==> config.mk <==
export PLATFORM = sky130hd
export DESIGN_NAME = bip_control_flat
export DESIGN_NICKNAME = d
export VERILOG_FILES = /design/src/rtl/bip_pkg.sv /design/src/rtl/bip_if.sv /design/src/rtl/bip_decoder.sv /design/src/rtl/bip_control.sv /design/src/flat_wrapper.sv
export SDC_FILE = /design/constraint.sdc
export NUM_CORES = 1
export LEC_CHECK = 0
export ABC_AREA = 1
export CELL_PAD_IN_SITES_DETAIL_PLACEMENT = 1
export CELL_PAD_IN_SITES_GLOBAL_PLACEMENT = 1
export CORE_MARGIN = 1.5
export CORE_UTILIZATION = 36
export DETAILED_ROUTE_END_ITERATION = 12
export GPL_TIMING_DRIVEN = 1
export PLACE_DENSITY_LB_ADDON = 0.1
export RECOVER_POWER = 25
export SKIP_LAST_GASP = 1
export SYNTH_ARGS = -nofsm -noshare
export SYNTH_HDL_FRONTEND = slang
export SYNTH_HIERARCHICAL = 1
export SYNTH_SLANG_ARGS = --single-unit
==> constraint.sdc <==
create_clock -name i_clock -period 5.3 [get_ports i_clock]
set_input_delay 0.53 -clock i_clock [delete_from_list [all_inputs] [get_ports i_clock]]
set_output_delay 0.53 -clock i_clock [all_outputs]
set_load 0.02 [all_outputs]
==> src/rtl/bip_pkg.sv <==
`default_nettype none
// ============================================================================
//  Module      : bip_pkg
//  Description : Shared definitions for the BIP control unit. This package
//                holds the opcode map, the accumulator source selects, the
//                FSM state encoding and the decoded-control bundle.
//  Revision    : 1.0 - initial release
// ============================================================================
package bip_pkg;

  // Opcode map (instruction bits [15:11])
  localparam logic [4:0] OP_HLT  = 5'b00000;
  localparam logic [4:0] OP_STO  = 5'b00001;
  localparam logic [4:0] OP_LD   = 5'b00010;
  localparam logic [4:0] OP_LDI  = 5'b00011;
  localparam logic [4:0] OP_ADD  = 5'b00100;
  localparam logic [4:0] OP_ADDI = 5'b00101;
  localparam logic [4:0] OP_SUB  = 5'b00110;
  localparam logic [4:0] OP_SUBI = 5'b00111;

  // Accumulator source select
  localparam logic [1:0] SEL_A_MEM = 2'b00;
  localparam logic [1:0] SEL_A_IMM = 2'b01;
  localparam logic [1:0] SEL_A_ALU = 2'b10;

  // Control FSM states
  typedef enum logic [2:0] {
    ST_IDLE   = 3'd0,
    ST_FETCH  = 3'd1,
    ST_DECODE = 3'd2,
    ST_EXEC   = 3'd3,
    ST_HALT   = 3'd4
  } state_t;

  // Decoded control bundle for one opcode
  typedef struct packed {
    logic       wr_acc;
    logic [1:0] sel_a;
    logic       sel_b;
    logic       op_code;
    logic       wr_ram;
    logic       rd_ram;
  } ctrl_t;

endpackage : bip_pkg
`default_nettype wire

==> src/rtl/bip_if.sv <==
`default_nettype none
// ============================================================================
//  Module      : bip_if
//  Description : Memory bus between the BIP control unit and its program
//                memory / data RAM.
//                  pc          - program memory address
//                  instruction - program memory read data (1-cycle latency)
//                  data_addr   - data RAM address
//                  rd_ram      - data RAM read enable
//                  wr_ram      - data RAM write enable
//                master = control unit, slave = memory side.
//  Revision    : 1.0 - initial release
// ============================================================================
interface bip_if #(
  parameter int NB_DATA            = 16,
  parameter int LOG2_N_INSMEM_ADDR = 11,
  parameter int LOG2_N_DATA_ADDR   = 10
);

  logic [LOG2_N_INSMEM_ADDR-1:0] pc;
  logic [NB_DATA-1:0]            instruction;
  logic [LOG2_N_DATA_ADDR-1:0]   data_addr;
  logic                          rd_ram;
  logic                          wr_ram;

  modport master (
    output pc,
    output data_addr,
    output rd_ram,
    output wr_ram,
    input  instruction
  );

  modport slave (
    input  pc,
    input  data_addr,
    input  rd_ram,
    input  wr_ram,
    output instruction
  );

endinterface : bip_if
`default_nettype wire

==> src/rtl/bip_decoder.sv <==
`default_nettype none
// ============================================================================
//  Module      : bip_decoder
//  Description : Purely combinational opcode decoder. Maps an opcode to the
//                datapath/RAM control bundle. The caller gates the result
//                by FSM state.
//  Ports       : i_opcode - opcode field
//                o_ctrl   - {wr_acc, sel_a, sel_b, op_code, wr_ram, rd_ram}
//  Revision    : 1.0 - initial release
// ============================================================================
module bip_decoder
  import bip_pkg::*;
#(
  parameter int NB_OPCODE = 5
) (
  input  logic [NB_OPCODE-1:0] i_opcode,
  output ctrl_t                o_ctrl
);

  always_comb begin
    o_ctrl = '0;
    case (i_opcode)
      OP_STO: begin
        o_ctrl.wr_ram = 1'b1;
      end
      OP_LD: begin
        o_ctrl.wr_acc = 1'b1;
        o_ctrl.sel_a  = SEL_A_MEM;
        o_ctrl.rd_ram = 1'b1;
      end
      OP_LDI: begin
        o_ctrl.wr_acc = 1'b1;
        o_ctrl.sel_a  = SEL_A_IMM;
      end
      OP_ADD: begin
        o_ctrl.wr_acc  = 1'b1;
        o_ctrl.sel_a   = SEL_A_ALU;
        o_ctrl.sel_b   = 1'b0;
        o_ctrl.op_code = 1'b1;
        o_ctrl.rd_ram  = 1'b1;
      end
      OP_ADDI: begin
        o_ctrl.wr_acc  = 1'b1;
        o_ctrl.sel_a   = SEL_A_ALU;
        o_ctrl.sel_b   = 1'b1;
        o_ctrl.op_code = 1'b1;
      end
      OP_SUB: begin
        o_ctrl.wr_acc  = 1'b1;
        o_ctrl.sel_a   = SEL_A_ALU;
        o_ctrl.sel_b   = 1'b0;
        o_ctrl.op_code = 1'b0;
        o_ctrl.rd_ram  = 1'b1;
      end
      OP_SUBI: begin
        o_ctrl.wr_acc  = 1'b1;
        o_ctrl.sel_a   = SEL_A_ALU;
        o_ctrl.sel_b   = 1'b1;
        o_ctrl.op_code = 1'b0;
      end
      // HLT and every unassigned opcode: no enables
      default: o_ctrl = '0;
    endcase
  end

endmodule : bip_decoder
`default_nettype wire

==> src/rtl/bip_control.sv <==
`default_nettype none
// ============================================================================
//  Module      : bip_control
//  Description : Control unit of the BIP accumulator processor. Runs a
//                FETCH / DECODE / EXEC sequence per instruction from a start
//                pulse until HLT, then reports done and the cycle count.
//  Ports       : i_clock, i_reset (sync, active-high)
//                i_valid     - global enable, all state holds when low
//                i_start     - start pulse, honoured in IDLE or HALT
//                mem_bus     - program memory / data RAM bus (bip_if.master)
//                o_operand   - IR operand, datapath immediate
//                o_sel_a     - accumulator source select
//                o_sel_b     - ALU B source (1 immediate, 0 memory)
//                o_op_code   - ALU op (1 add, 0 subtract)
//                o_wr_acc    - accumulator write enable
//                o_busy      - high in FETCH, DECODE, EXEC
//                o_done      - high in HALT
//                o_cycles    - saturating run-cycle count since last start
//  Revision    : 1.0 - initial release
// ============================================================================
module bip_control
  import bip_pkg::*;
#(
  parameter int NB_DATA            = 16,
  parameter int NB_OPCODE          = 5,
  parameter int NB_OPERAND         = 11,
  parameter int N_INSMEM_ADDR      = 2048,
  parameter int LOG2_N_INSMEM_ADDR = 11,
  parameter int LOG2_N_DATA_ADDR   = 10,
  parameter int NB_SEL_A           = 2,
  parameter int NB_CYCLES          = 16
) (
  input  logic                  i_clock,
  input  logic                  i_reset,
  input  logic                  i_valid,
  input  logic                  i_start,
  bip_if.master                 mem_bus,
  output logic [NB_OPERAND-1:0] o_operand,
  output logic [NB_SEL_A-1:0]   o_sel_a,
  output logic                  o_sel_b,
  output logic                  o_op_code,
  output logic                  o_wr_acc,
  output logic                  o_busy,
  output logic                  o_done,
  output logic [NB_CYCLES-1:0]  o_cycles
);

  localparam logic [LOG2_N_INSMEM_ADDR-1:0] c_pc_last =
    LOG2_N_INSMEM_ADDR'(N_INSMEM_ADDR - 1);

  state_t                        r_state,  w_next_state;
  logic [LOG2_N_INSMEM_ADDR-1:0] r_pc,     w_next_pc;
  logic [NB_DATA-1:0]            r_ir,     w_next_ir;
  logic [NB_CYCLES-1:0]          r_cycles, w_next_cycles;

  logic [LOG2_N_INSMEM_ADDR-1:0] w_pc_inc;
  logic [NB_CYCLES-1:0]          w_cycles_inc;
  logic [NB_OPCODE-1:0]          w_dec_opcode;
  ctrl_t                         w_ctrl;

  // Explicit wrap keeps the PC inside the memory even for a depth that is
  // not a power of two.
  assign w_pc_inc     = (r_pc == c_pc_last) ? '0 : r_pc + 1'b1;
  assign w_cycles_inc = (&r_cycles) ? r_cycles : r_cycles + 1'b1;

  // In DECODE the IR is not loaded yet, so the RAM read has to be decoded
  // straight from the memory read data; in every other state IR is used.
  assign w_dec_opcode = (r_state == ST_DECODE) ?
                        mem_bus.instruction[NB_DATA-1 -: NB_OPCODE] :
                        r_ir[NB_DATA-1 -: NB_OPCODE];

  bip_decoder #(
    .NB_OPCODE (NB_OPCODE)
  ) u_decoder (
    .i_opcode (w_dec_opcode),
    .o_ctrl   (w_ctrl)
  );

  // State register
  always_ff @(posedge i_clock) begin
    if (i_reset) begin
      r_state  <= ST_IDLE;
      r_pc     <= '0;
      r_ir     <= '0;
      r_cycles <= '0;
    end else if (i_valid) begin
      r_state  <= w_next_state;
      r_pc     <= w_next_pc;
      r_ir     <= w_next_ir;
      r_cycles <= w_next_cycles;
    end
  end

  // Next state and state-gated controls
  always_comb begin
    w_next_state      = r_state;
    w_next_pc         = r_pc;
    w_next_ir         = r_ir;
    w_next_cycles     = r_cycles;
    mem_bus.pc        = r_pc;
    mem_bus.data_addr = r_ir[LOG2_N_DATA_ADDR-1:0];
    mem_bus.rd_ram    = 1'b0;
    mem_bus.wr_ram    = 1'b0;
    o_wr_acc          = 1'b0;
    o_sel_a           = '0;
    o_sel_b           = 1'b0;
    o_op_code         = 1'b0;

    case (r_state)
      ST_IDLE, ST_HALT: begin
        if (i_start) begin
          w_next_state  = ST_FETCH;
          w_next_pc     = '0;
          w_next_cycles = '0;
        end
      end
      ST_FETCH: begin
        w_next_state  = ST_DECODE;
        w_next_cycles = w_cycles_inc;
      end
      ST_DECODE: begin
        w_next_ir         = mem_bus.instruction;
        mem_bus.rd_ram    = w_ctrl.rd_ram;
        mem_bus.data_addr = mem_bus.instruction[LOG2_N_DATA_ADDR-1:0];
        w_next_state      = ST_EXEC;
        w_next_cycles     = w_cycles_inc;
      end
      ST_EXEC: begin
        o_wr_acc       = w_ctrl.wr_acc;
        o_sel_a        = NB_SEL_A'(w_ctrl.sel_a);
        o_sel_b        = w_ctrl.sel_b;
        o_op_code      = w_ctrl.op_code;
        mem_bus.wr_ram = w_ctrl.wr_ram;
        w_next_cycles  = w_cycles_inc;
        if (r_ir[NB_DATA-1 -: NB_OPCODE] == OP_HLT) begin
          w_next_state = ST_HALT;
        end else begin
          w_next_state = ST_FETCH;
          w_next_pc    = w_pc_inc;
        end
      end
      default: w_next_state = ST_IDLE;
    endcase

    // Reset kills any enable in flight in the same cycle, so a store that
    // is being executed when reset arrives never reaches the RAM.
    if (i_reset) begin
      mem_bus.rd_ram = 1'b0;
      mem_bus.wr_ram = 1'b0;
      o_wr_acc       = 1'b0;
    end
  end

  assign o_operand = r_ir[NB_OPERAND-1:0];
  assign o_busy    = (r_state == ST_FETCH) || (r_state == ST_DECODE) ||
                     (r_state == ST_EXEC);
  assign o_done    = (r_state == ST_HALT);
  assign o_cycles  = r_cycles;

endmodule : bip_control
`default_nettype wire

==> src/flat_wrapper.sv <==
// flat-port wrapper written by rule: the top's interface ports become plain ports
module bip_control_flat import bip_pkg::*;
#(
  parameter int NB_DATA            = 16,
  parameter int NB_OPCODE          = 5,
  parameter int NB_OPERAND         = 11,
  parameter int N_INSMEM_ADDR      = 2048,
  parameter int LOG2_N_INSMEM_ADDR = 11,
  parameter int LOG2_N_DATA_ADDR   = 10,
  parameter int NB_SEL_A           = 2,
  parameter int NB_CYCLES          = 16
)
  (i_clock, i_reset, i_valid, i_start, o_operand, o_sel_a, o_sel_b, o_op_code, o_wr_acc, o_busy, o_done, o_cycles, mem_bus_pc, mem_bus_data_addr, mem_bus_rd_ram, mem_bus_wr_ram, mem_bus_instruction);
  bip_if #(.NB_DATA(NB_DATA), .LOG2_N_INSMEM_ADDR(LOG2_N_INSMEM_ADDR), .LOG2_N_DATA_ADDR(LOG2_N_DATA_ADDR)) mem_bus_i ();
  input  logic i_clock;
  input  logic i_reset;
  input  logic i_valid;
  input  logic i_start;
  output logic [NB_OPERAND-1:0] o_operand;
  output logic [NB_SEL_A-1:0] o_sel_a;
  output logic o_sel_b;
  output logic o_op_code;
  output logic o_wr_acc;
  output logic o_busy;
  output logic o_done;
  output logic [NB_CYCLES-1:0] o_cycles;
  output wire logic [$bits(mem_bus_i.pc)-1:0] mem_bus_pc;
  output wire logic [$bits(mem_bus_i.data_addr)-1:0] mem_bus_data_addr;
  output wire logic [$bits(mem_bus_i.rd_ram)-1:0] mem_bus_rd_ram;
  output wire logic [$bits(mem_bus_i.wr_ram)-1:0] mem_bus_wr_ram;
  input wire logic [$bits(mem_bus_i.instruction)-1:0] mem_bus_instruction;
  assign mem_bus_pc = mem_bus_i.pc;
  assign mem_bus_data_addr = mem_bus_i.data_addr;
  assign mem_bus_rd_ram = mem_bus_i.rd_ram;
  assign mem_bus_wr_ram = mem_bus_i.wr_ram;
  assign mem_bus_i.instruction = mem_bus_instruction;
  bip_control #(.NB_DATA(NB_DATA), .NB_OPCODE(NB_OPCODE), .NB_OPERAND(NB_OPERAND), .N_INSMEM_ADDR(N_INSMEM_ADDR), .LOG2_N_INSMEM_ADDR(LOG2_N_INSMEM_ADDR), .LOG2_N_DATA_ADDR(LOG2_N_DATA_ADDR), .NB_SEL_A(NB_SEL_A), .NB_CYCLES(NB_CYCLES)) u_core (.i_clock(i_clock), .i_reset(i_reset), .i_valid(i_valid), .i_start(i_start), .mem_bus(mem_bus_i), .o_operand(o_operand), .o_sel_a(o_sel_a), .o_sel_b(o_sel_b), .o_op_code(o_op_code), .o_wr_acc(o_wr_acc), .o_busy(o_busy), .o_done(o_done), .o_cycles(o_cycles));
endmodule
==> After elaboration in Yosys (flattened, before gate mapping) <==
Index checks and enable logic that the tools add are counted.
{ "word_totals": {"word_cells": 61, "ff_bits": 46, "in_bits": 20, "ram_bits": 0, "mem_bits_ro": 0, "latch_bits": 0, "mem_count": 0, "output_inout_bits": 57} }
{ "classes": {"eq_ne": 15, "order_cmp": 0, "n_reduce_logical": 15, "n_mul": 0, "n_mux": 25, "bitwise": 0, "add_sub_neg": 2, "n_shift": 0, "div_mod_pow": 0} }
{ "op_table": {"columns": ["op", "n"], "rows": [
  ["$mux 11", 3],
  ["$mux 16", 2],
  ["$pmux 16 s2", 1],
  ["$pmux 11 s2", 1],
  ["$eq 5x3->1 const B", 4],
  ["$add 16x1->16 const B", 1],
  ["$reduce_and 16->1", 1],
  ["$pmux 3 s4", 1],
  ["$add 11x1->11 const B", 1],
  ["$eq 11x11->1 const B", 1],
  ["$eq 5x2->1 const B", 2],
  ["$mux 1", 10],
  ["$mux 10", 1],
  ["$pmux 3 s3", 1],
  ["$reduce_and 4->1", 2],
  ["$eq 3x2->1 const B", 2],
  ["$mux 3", 2],
  ["$ne 2x2->1 const B", 3],
  ["$pmux 2 s3", 1],
  ["$reduce_or 3->1", 2],
  ["$eq 5x1->1 const B", 1],
  ["$logic_not 5->1", 1],
  ["$mux 5", 1],
  ["$reduce_and 2->1", 2],
  ["8 further kinds", 10]
]} }

==> Depth between registers and ports, before layout <==
Gate-level depths: netlist of run 1.
{ "logic_depth": {"depth_word": 7, "depth_mapped": 13} }

==> Hierarchy <==
The synthesis of run 1 kept the hierarchy.
{ "by_module_without_submodules": {"columns": ["mod", "seq_area_each_um2", "instances", "cells_per_inst", "area_each_um2"], "rows": [
  ["bip_control", 920.9, 1, 437, 2821.5],
  ["bip_decoder", 0.0, 1, 22, 103.8]
]} }

==> Worst setup path after synthesis of run 1 <==
OpenSTA, ideal clock, no wires.
{ "synth_timing": {"path_kind": "register to output", "start": "register u_core.r_state[2]", "end": "output port mem_bus_rd_ram", "required_time_ns": 4.770, "slack_ns": 2.921, "arrival_time_ns": 1.849, "path_buffers": 1, "stages_incl_launch_ff": 10, "path_cell_list": "dfxtp_1 > nor2_1 > nand2_1 > inv_1 > clkbuf_1 > o21ai_0 > o21ai_0 > nor2_1 > nand2_1 > nor2_1"} }
{ "synth_lines": {"columns": ["element", "line", "rtl"], "rows": [
  ["start, declared", "bip_control.sv:51", "state_t r_state, w_next_state;"],
  ["start signal, assigned", "bip_control.sv:87", "r_state <= w_next_state;"],
  ["end, declared", "flat_wrapper.sv:29", "output wire logic [$bits(mem_bus_i.rd_ram)-1:0] mem_bus_rd_ram;"]
]} }

==> results of run 1 <==
==> path summary, 6_finish.rpt <==
kind                            depth (start not counted)                   to               start  slack (ns)
worst max register to register                         11  u_core/o_cycles[14]  u_core/o_cycles[0]        2.99
worst min register to register                          2      u_core/r_ir[15]     u_core/r_ir[15]        0.47
worst max-delay path                                   11            o_op_code   u_core/r_state[1]        1.72
worst min-delay path                                    2      u_core/r_ir[15]     u_core/r_ir[15]        0.47
==> registers in the layout (all words and copies together), names as in the netlist <==
| register | cells |
|---|---|
| u_core/o_cycles | 16 |
| u_core/r_ir | 16 |
| u_core/mem_bus.pc | 11 |
| u_core/r_state | 3 |
==> metrics by stage <==
stage | cells | setup slack (ns) | hold slack [ns]
after floorplan | 459 | 2.921 | 0.4387
after global placement | 613 | 2.114 | 0.4511
after detailed placement | 613 | 2.019 | 0.4604
after CTS | 621 | 1.680 | 0.4750
after global routing | 622 | 1.335 | 0.4991
final | 622 | 1.716 | 0.4716
==> routing by layer <==
metal  GRT usage (%)  part of all wire (%)
met2           36.44                    50
met1           24.44                    45
met5               0                     0
met3           3.902                   3.8
met4           4.293                  0.77
==> power by group through the flow <==
stage | clock network, W | logic, W | registers (W)
after CTS | 0.000234 | 0.000219 | 0.000371
after global placement | 0 | 0.000214 | 0.000378
after floorplan | 0 | 0.000143 | 0.000382
after global routing | 0.000247 | 0.000239 | 0.000373
after detailed placement | 0 | 0.000218 | 0.000379
final | 0.000226 | 0.000214 | 0.000370
==> cell families after synthesis <==
| family | after synthesis | synth area share (%) |
|---|---|---|
| AND/OR/NAND/NOR | 237 | 37.34 |
| buffers and inverters | 91 | 14.63 |
| AO/OA/AOI/OAI | 80 | 14.80 |
| flip-flops | 46 | 31.48 |
| XOR/XNOR | 3 | 0.8984 |
| adder cells (fa/ha/maj) | 2 | 0.8553 |
==> cells in the mapped netlist <==
master / instances
a21oi_1: 31
a21oi_2: 3
a311oi_1: 1
buf_2: 1
buf_4: 12
buf_6: 5
clkbuf_1: 7
dfxtp_1: 46
ha_1: 2
inv_1: 57
inv_2: 8
inv_4: 1
nand2_1: 102
nand2_2: 5
nand2_4: 4
nand3_1: 34
nand3_2: 4
nand3_4: 1
nand4_1: 3
nor2_1: 72
nor2_2: 1
nor2_4: 5
nor2_8: 1
nor3_1: 2
nor3_2: 1
nor3b_1: 1
nor4_1: 1
o21ai_0: 43
o21ai_4: 1
o21bai_2: 1
xnor2_1: 1
xor2_1: 2
==> worst register-to-register path, stage by stage (launching register included) <==
cell and delay (ns):
dfxtp_1 0.41, ha_1 0.19, nand2_1 0.13, inv_1 0.17, nand2_4 0.09, nor2_4 0.09
nand3_1 0.49, nand2_4 0.33, inv_2 0.11, nand2_1 0.07, nand2_1 0.04, nor2_1 0.12
==> cell usage in the layout, fill, tap and decap left out, types with 2 or more instances in the layout <==
cell type	instances
clkbuf_8	5
nor3_1	2
nand2_4	4
clkdlybuf4s50_1	59
dfxtp_1	46
nand2_1	102
inv_2	7
nand3_2	3
a21oi_1	32
ha_1	2
dlygate4sd3_1	17
nand4_1	3
a21oi_2	2
xor2_1	2
nand3_1	36
inv_1	58
nor2_1	72
o21ai_0	43
nor2_4	5
nand2_2	5
==> area by class of cell <==
type	instances	area, µm²	share of cell area (%)
inverter	66	250.2	6.743
clock buffer	5	68.82	1.854
clock inverter	3	21.27	0.5732
multi-input combinational	322	1555	41.91
sequential	46	920.9	24.81
antenna	1	2.502	0.06743
timing repair buffer	77	764.5	20.60
tap	102	127.6	3.439
==> load_flow_metrics.sql, run 1 <==
INSERT INTO impl_metrics (metric_group, metric, value, unit) VALUES
('global_route', 'grt_start_max_net_pins', '32', ''),
('timing', 'finClkSkew', '0.01037', 'ns'),
('power', 'leakage', '1.450', 'nW'),
('final_layout', 'area_delta_synth_final', '26.86', '%'),
('clocking', 'h-tree-depth', '2', ''),
('worst_hold_path', 'worst_hold_path_type', 'reg -> reg', ''),
('place', 'gp_routability_congestion', '0.8176', ''),
('clocking', 'numClockSinks', '46', ''),
('final_layout', 'finalInstanceArea', '3711', 'µm²'),
('timing', 'timing_max_transition_violations_final', '0', ''),
('power', 'p_int', '0.0005329', 'W'),
('status', 'outcome', 'finished, final reports clean', ''),
('yosys', 'post_synth_num_cell_types', '32', ''),
('timing', 'finish_stage_setup_viols', '0', ''),
('drt', 'detail_route.iter0.violations', '61', ''),
('yosys', 'mapped_avg_cell_area', '6.373', 'µm²'),
('floorplan', 'initial_utilization', '37.47', '%'),
('timing', 'slew_headroom', '4.706', '%'),
('worst_setup_path', 'critPathKind', 'reg -> out', ''),
('clocking', 'cts_tree', 'yes', ''),
('power', 'post-layout-total-power', '0.0008103', 'W'),
('global_route', 'grt_first_pass_wirelength', '14080', 'µm'),
('clocking', 'clock_edge_transition_at_the_registers_on_the_reported_setup_and_hold_paths', '0.09', 'ns'),
('clocking', 'cts_resized', '0', ''),
('worst_setup_path', 'crit_chain', 'inv_1 > nor2_1 > nand2_1 > inv_1 > o21ai_0 > nor2_1 > nand3_1 > nand2_1 > inv_1 > nor2_1 > clkdlybuf4s50_1', ''),
('worst_setup_path', 'max_stage_delay', '0.61', 'ns'),
('final_layout', 'num-nets-final', '540', ''),
('place', 'detailed_placement_wirelength_estimate', '6258', 'µm'),
('power', 'power-per-cell-area', '218.3', 'nW/µm²'),
('clocking', 'clk_latency', '0.31', 'ns'),
('place', 'place.port_buffers', '76', ''),
('drt', 'routedWlPerCell', '13.21', 'µm'),
('power', 'power.share.clock', '27.9', '%'),
('power', 'power.ir.vdd_worst', '0.0001039', 'V'),
('floorplan', 'io_pins', '77', ''),
('drt', 'drtPass1Iterations', '4', ''),
('floorplan', 'die_w', '93.15', 'µm'),
('clocking', 'ctsLongestPathBuffers', '2', ''),
('drt', 'vias', '3039', ''),
('timing', 'rsz0062_at_grt', 'no', ''),
('yosys', 'synth_fp_nets', '481', ''),
('yosys', 'synth-seq-area-share', '31.48', '%'),
('yosys', 'syn-cell-area', '2925', 'µm²'),
('worst_setup_path', 'timing.critical_path.required', '4.77', 'ns'),
('worst_setup_path', 'timing.critical_path.arrival', '3.05', 'ns'),
('power', 'power_frac_comb', '26.4', '%'),
('drt', 'detail_route.drc_violations', '0', ''),
('final_layout', 'fill_cell_instance_count_of_the_final_layout', '1064', ''),
('yosys', 'post-synth-top-area-fraction', '31.48', '%'),
('yosys', 'synthesis.yosys.warnings', '6', ''),
('clocking', 'ctsHoldBuffers', '0', ''),
('floorplan', 'placementRows', '32', ''),
('place', 'place_area', '3643', 'µm²'),
('yosys', 'synth.largest_area_cell', 'dfxtp_1', ''),
('timing', 'tightestPinTransition', '1.429', 'ns'),
('global_route', 'via_count_of_the_first_global_routing_pass', '3108', ''),
('global_route', 'gr-usage-all-layers', '20.10', '%'),
('power', 'sw_frac_of_total', '34.24', '%'),
('timing', 'max_freq', '279.0', 'MHz'),
('worst_setup_path', 'path_delay_family', 'buffers and inverters', ''),
('worst_setup_path', 'path_max_fanout', '31', ''),
('timing', 'finalHoldViolCount', '0', ''),
('timing', 'period_share', '67.62', '%'),
('yosys', 'netlist_instances', '459', ''),
('power', 'share_seq_of_total_power', '45.7', '%'),
('drt', 'totalWireLength', '8216', 'µm'),
('power', 'p_switching', '0.0002774', 'W'),
('yosys', 'synthTopCellsByArea', 'dfxtp_1 31%, nand2_1 13%, nor2_1 9.2%', ''),
('floorplan', 'dieArea', '8676', 'µm²'),
('floorplan', 'die_height', '93.15', 'µm'),
('clocking', 'cts_root_buffer', 'clkbuf_8', '');
Power figures use the tool's default switching activity.
==> run 2: changes to the inputs <==
- CORE_UTILIZATION: 36 -> 34
- clock period: 5.3 -> 3.4 ns (I/O delays scaled with it)
==> run 2 against run 1 <==
  * Via count down 1.6%
  * Global-route usage down 1.5 points
  * Cell area up 1.1%
  * Die area up 5.7%
  * Setup slack worse by 1.3 ns
  * Clock power up 81%
  * Core utilization down 2.1 points
  * Critical path depth unchanged
  * Sequential cell count unchanged
  * Non-clock buffer count up 1
  * Count of clock-buffer cells in the layout up 2
==> load_flow_metrics.sql, run 2 (synthesis results as in run 1) <==
INSERT INTO impl_metrics (metric_group, metric, value, unit) VALUES
('status', 'outcome', 'finished, final reports clean', ''),
('global_route', 'grt_first_pass_wirelength', '13480', 'µm'),
('global_route', 'gr-usage-all-layers', '18.56', '%'),
('global_route', 'number_of_antenna_violations_at_the_first_check_in_global_routing', '0', ''),
('clocking', 'ctsHoldBuffers', '0', ''),
('global_route', 'via_count_of_the_first_global_routing_pass', '2979', ''),
('power', 'power-per-cell-area', '351.9', 'nW/µm²'),
('final_layout', 'area_delta_synth_final', '28.31', '%'),
('place', 'preCtsSetupSlack', '0.5748', 'ns'),
('power', 'share_seq_of_total_power', '43.7', '%'),
('global_route', 'gr-total-overflow', '0', ''),
('clocking', 'numClockSinks', '46', ''),
('place', 'place.port_buffers', '76', ''),
('worst_hold_path', 'worst_hold_path_type', 'reg -> reg', ''),
('worst_setup_path', 'startpoint_class', 'register', ''),
('floorplan', 'die_height', '95.76', 'µm'),
('timing', 'clock_period_minus_final_worst_setup_slack', '3.003', 'ns'),
('clocking', 'cts_root_buffer', 'clkbuf_8', ''),
('timing', 'tightestPinTransition', '0.8098', 'ns'),
('floorplan', 'io_pins', '77', ''),
('worst_setup_path', 'critPathKind', 'reg -> out', ''),
('flow_run', 'drv.max_cap_violation_count', '0', ''),
('final_layout', 'mostFrequentLayoutCells', '102 x nand2_1, 73 x nor2_1, 57 x inv_1', ''),
('global_route', 'use_met3', '4.976', '%'),
('timing', 'finalHoldViolCount', '0', ''),
('worst_setup_path', 'worst_setup_path_end_kind', 'output pin', ''),
('clocking', 'clk_latency', '0.30', 'ns'),
('floorplan', 'coreArea', '8258', 'µm²'),
('drt', 'drtAntennaViolNets', '0', ''),
('final_layout', 'layout_commonest_cell', 'nand2_1', ''),
('clocking', 'cts_resized', '0', ''),
('drt', 'vias', '2990', ''),
('worst_setup_path', 'timing.critical_path.arrival', '2.66', 'ns'),
('worst_setup_path', 'path_max_fanout', '12', ''),
('power', 'sw_frac_of_total', '31.39', '%'),
('clocking', 'h-tree-depth', '2', ''),
('global_route', 'gr-usage-met1', '23.49', '%'),
('clocking', 'ctsLongestPathBuffers', '2', ''),
('clocking', 'cts_tree', 'yes', ''),
('place', 'gp_routability_congestion', '0.7437', ''),
('drt', 'detail_route.drc_violations', '0', ''),
('power', 'power.share.clock', '31.1', '%'),
('drt', 'vias_per_cell', '4.784', ''),
('drt', 'drtPass1Iterations', '4', ''),
('global_route', 'global_routing_s_busiest_layer', 'met2', ''),
('final_layout', 'layout.area.seq', '920.9', 'µm²'),
('timing', 'totalNegativeSetupSlack', '0', 'ns'),
('final_layout', 'num-nets-final', '541', ''),
('floorplan', 'dieArea', '9169', 'µm²'),
('timing', 'timing.final.ws_setup', '0.3973', 'ns'),
('clocking', 'clock_edge_transition_at_the_registers_on_the_reported_setup_and_hold_paths', '0.09', 'ns'),
('power', 'p_int', '0.0009063', 'W'),
('timing', 'rsz0062_at_grt', 'no', ''),
('floorplan', 'die_w', '95.76', 'µm'),
('timing', 'finClkSkew', '0.004112', 'ns'),
('power', 'p_switching', '0.0004146', 'W'),
('timing', 'timing_max_transition_violations_final', '0', ''),
('drt', 'routedWlPerCell', '12.78', 'µm'),
('power', 'power.ir.vdd_worst', '0.0001555', 'V'),
('timing', 'max_freq', '333.0', 'MHz'),
('drt', 'detail_route.iter0.violations', '58', ''),
('drt', 'totalWireLength', '7988', 'µm'),
('timing', 'slew_headroom', '45.95', '%'),
('final_layout', 'multi_input_area', '1569', 'µm²'),
('global_route', 'grt_start_max_net_pins', '32', ''),
('final_layout', 'fill_cell_instance_count_of_the_final_layout', '1122', ''),
('floorplan', 'placementRows', '33', ''),
('power', 'leakage', '1.490', 'nW'),
('floorplan', 'initial_utilization', '35.42', '%'),
('clocking', 'postCtsSetupBuffers', '0', ''),
('timing', 'period_share', '88.31', '%'),
('place', 'detailed_placement_wirelength_estimate', '5925', 'µm'),
('final_layout', 'antenna_cells', '0', ''),
('clocking', 'cts_made_buffers', '5', ''),
('worst_setup_path', 'timing.critical_path.required', '3.06', 'ns'),
('final_layout', 'layout-drive-gt1-share', '8.269', '%'),
('timing', 'finish_stage_setup_viols', '0', ''),
('power', 'power_frac_comb', '25.2', '%'),
('global_route', 'met2_usage', '31.04', '%');
## run 2: cell types whose count changed in the layout (fill, tap and decap cells not counted), sizes merged
| cell | change |
|---|---|
| buf | +2 |
| clkinvlp | -1 |
| clkinv | -2 |
| diode | -1 |
| clkbuf | +1 |
| bufinv | +1 |
| dlygate4sd3 | +6 |
| clkdlybuf4s50 | -6 |
## run 2: worst paths after layout
path                                        endpoint  cells after the start               from  slack (ns)
worst min register to register        u_core/r_ir[1]                      2     u_core/r_ir[1]        0.46
worst max register to register  u_core/mem_bus.pc[5]                      9  u_core/r_state[0]        1.28
worst max-delay path                  mem_bus_wr_ram                     11  u_core/r_state[1]        0.40
worst min-delay path                  u_core/r_ir[1]                      2     u_core/r_ir[1]        0.46
## run 2: layout make-up
cell class | count | area share, %
flip-flops and latches | 46 | 24.53
well taps | 105 | 3.500
clock buffers | 7 | 2.033
repair buffers | 78 | 20.67
clock inverters | 1 | 0.8000
inverters | 66 | 6.667
multi-input cells | 322 | 41.80
## run 2: through the flow
stage	cell area, µm²	hold WS, ns	utilization, %	power (W)	cells
final	3754	0.4606	45.45	0.001321	625
after global routing	3754	0.4931	45.45	0.001400	625
after CTS	3761	0.4693	45.55	0.001354	625
after detailed placement	3655	0.4553	44.26	0.0009314	617
after global placement	3655	0.4494	44.26	0.0009262	617
after floorplan	2925	0.4180	-	0.0008184	459
## run 2: critical path, cell delays in order, from the launching register on
cell and delay (ns):
dfxtp_1 0.38, inv_2 0.07, nor2_1 0.10, nand2_1 0.11, inv_1 0.26, o21ai_0 0.26, inv_2 0.15, nand2_2 0.07
nor3_2 0.16, nand2_1 0.07, nor2_1 0.11, clkdlybuf4s50_1 0.61
## run 2: per-layer routing
layer | vias to the layer above | wire length, µm
met4 | 0 | 70
li1 | 1547 | -
met3 | 7 | 439
met2 | 60 | 3715
met1 | 1376 | 3763
met5 | - | 0
## run 2: power groups by stage
stage / Combinational (W) / Sequential, W / Clock, W
2_1_floorplan: 0.000222 / 0.000596 / 0
3_3_place_gp: 0.000336 / 0.000590 / 0
3_5_place_dp: 0.000340 / 0.000591 / 0
4_1_cts: 0.000343 / 0.000579 / 0.000432
5_1_grt: 0.000371 / 0.000581 / 0.000448
6_report: 0.000333 / 0.000578 / 0.000410
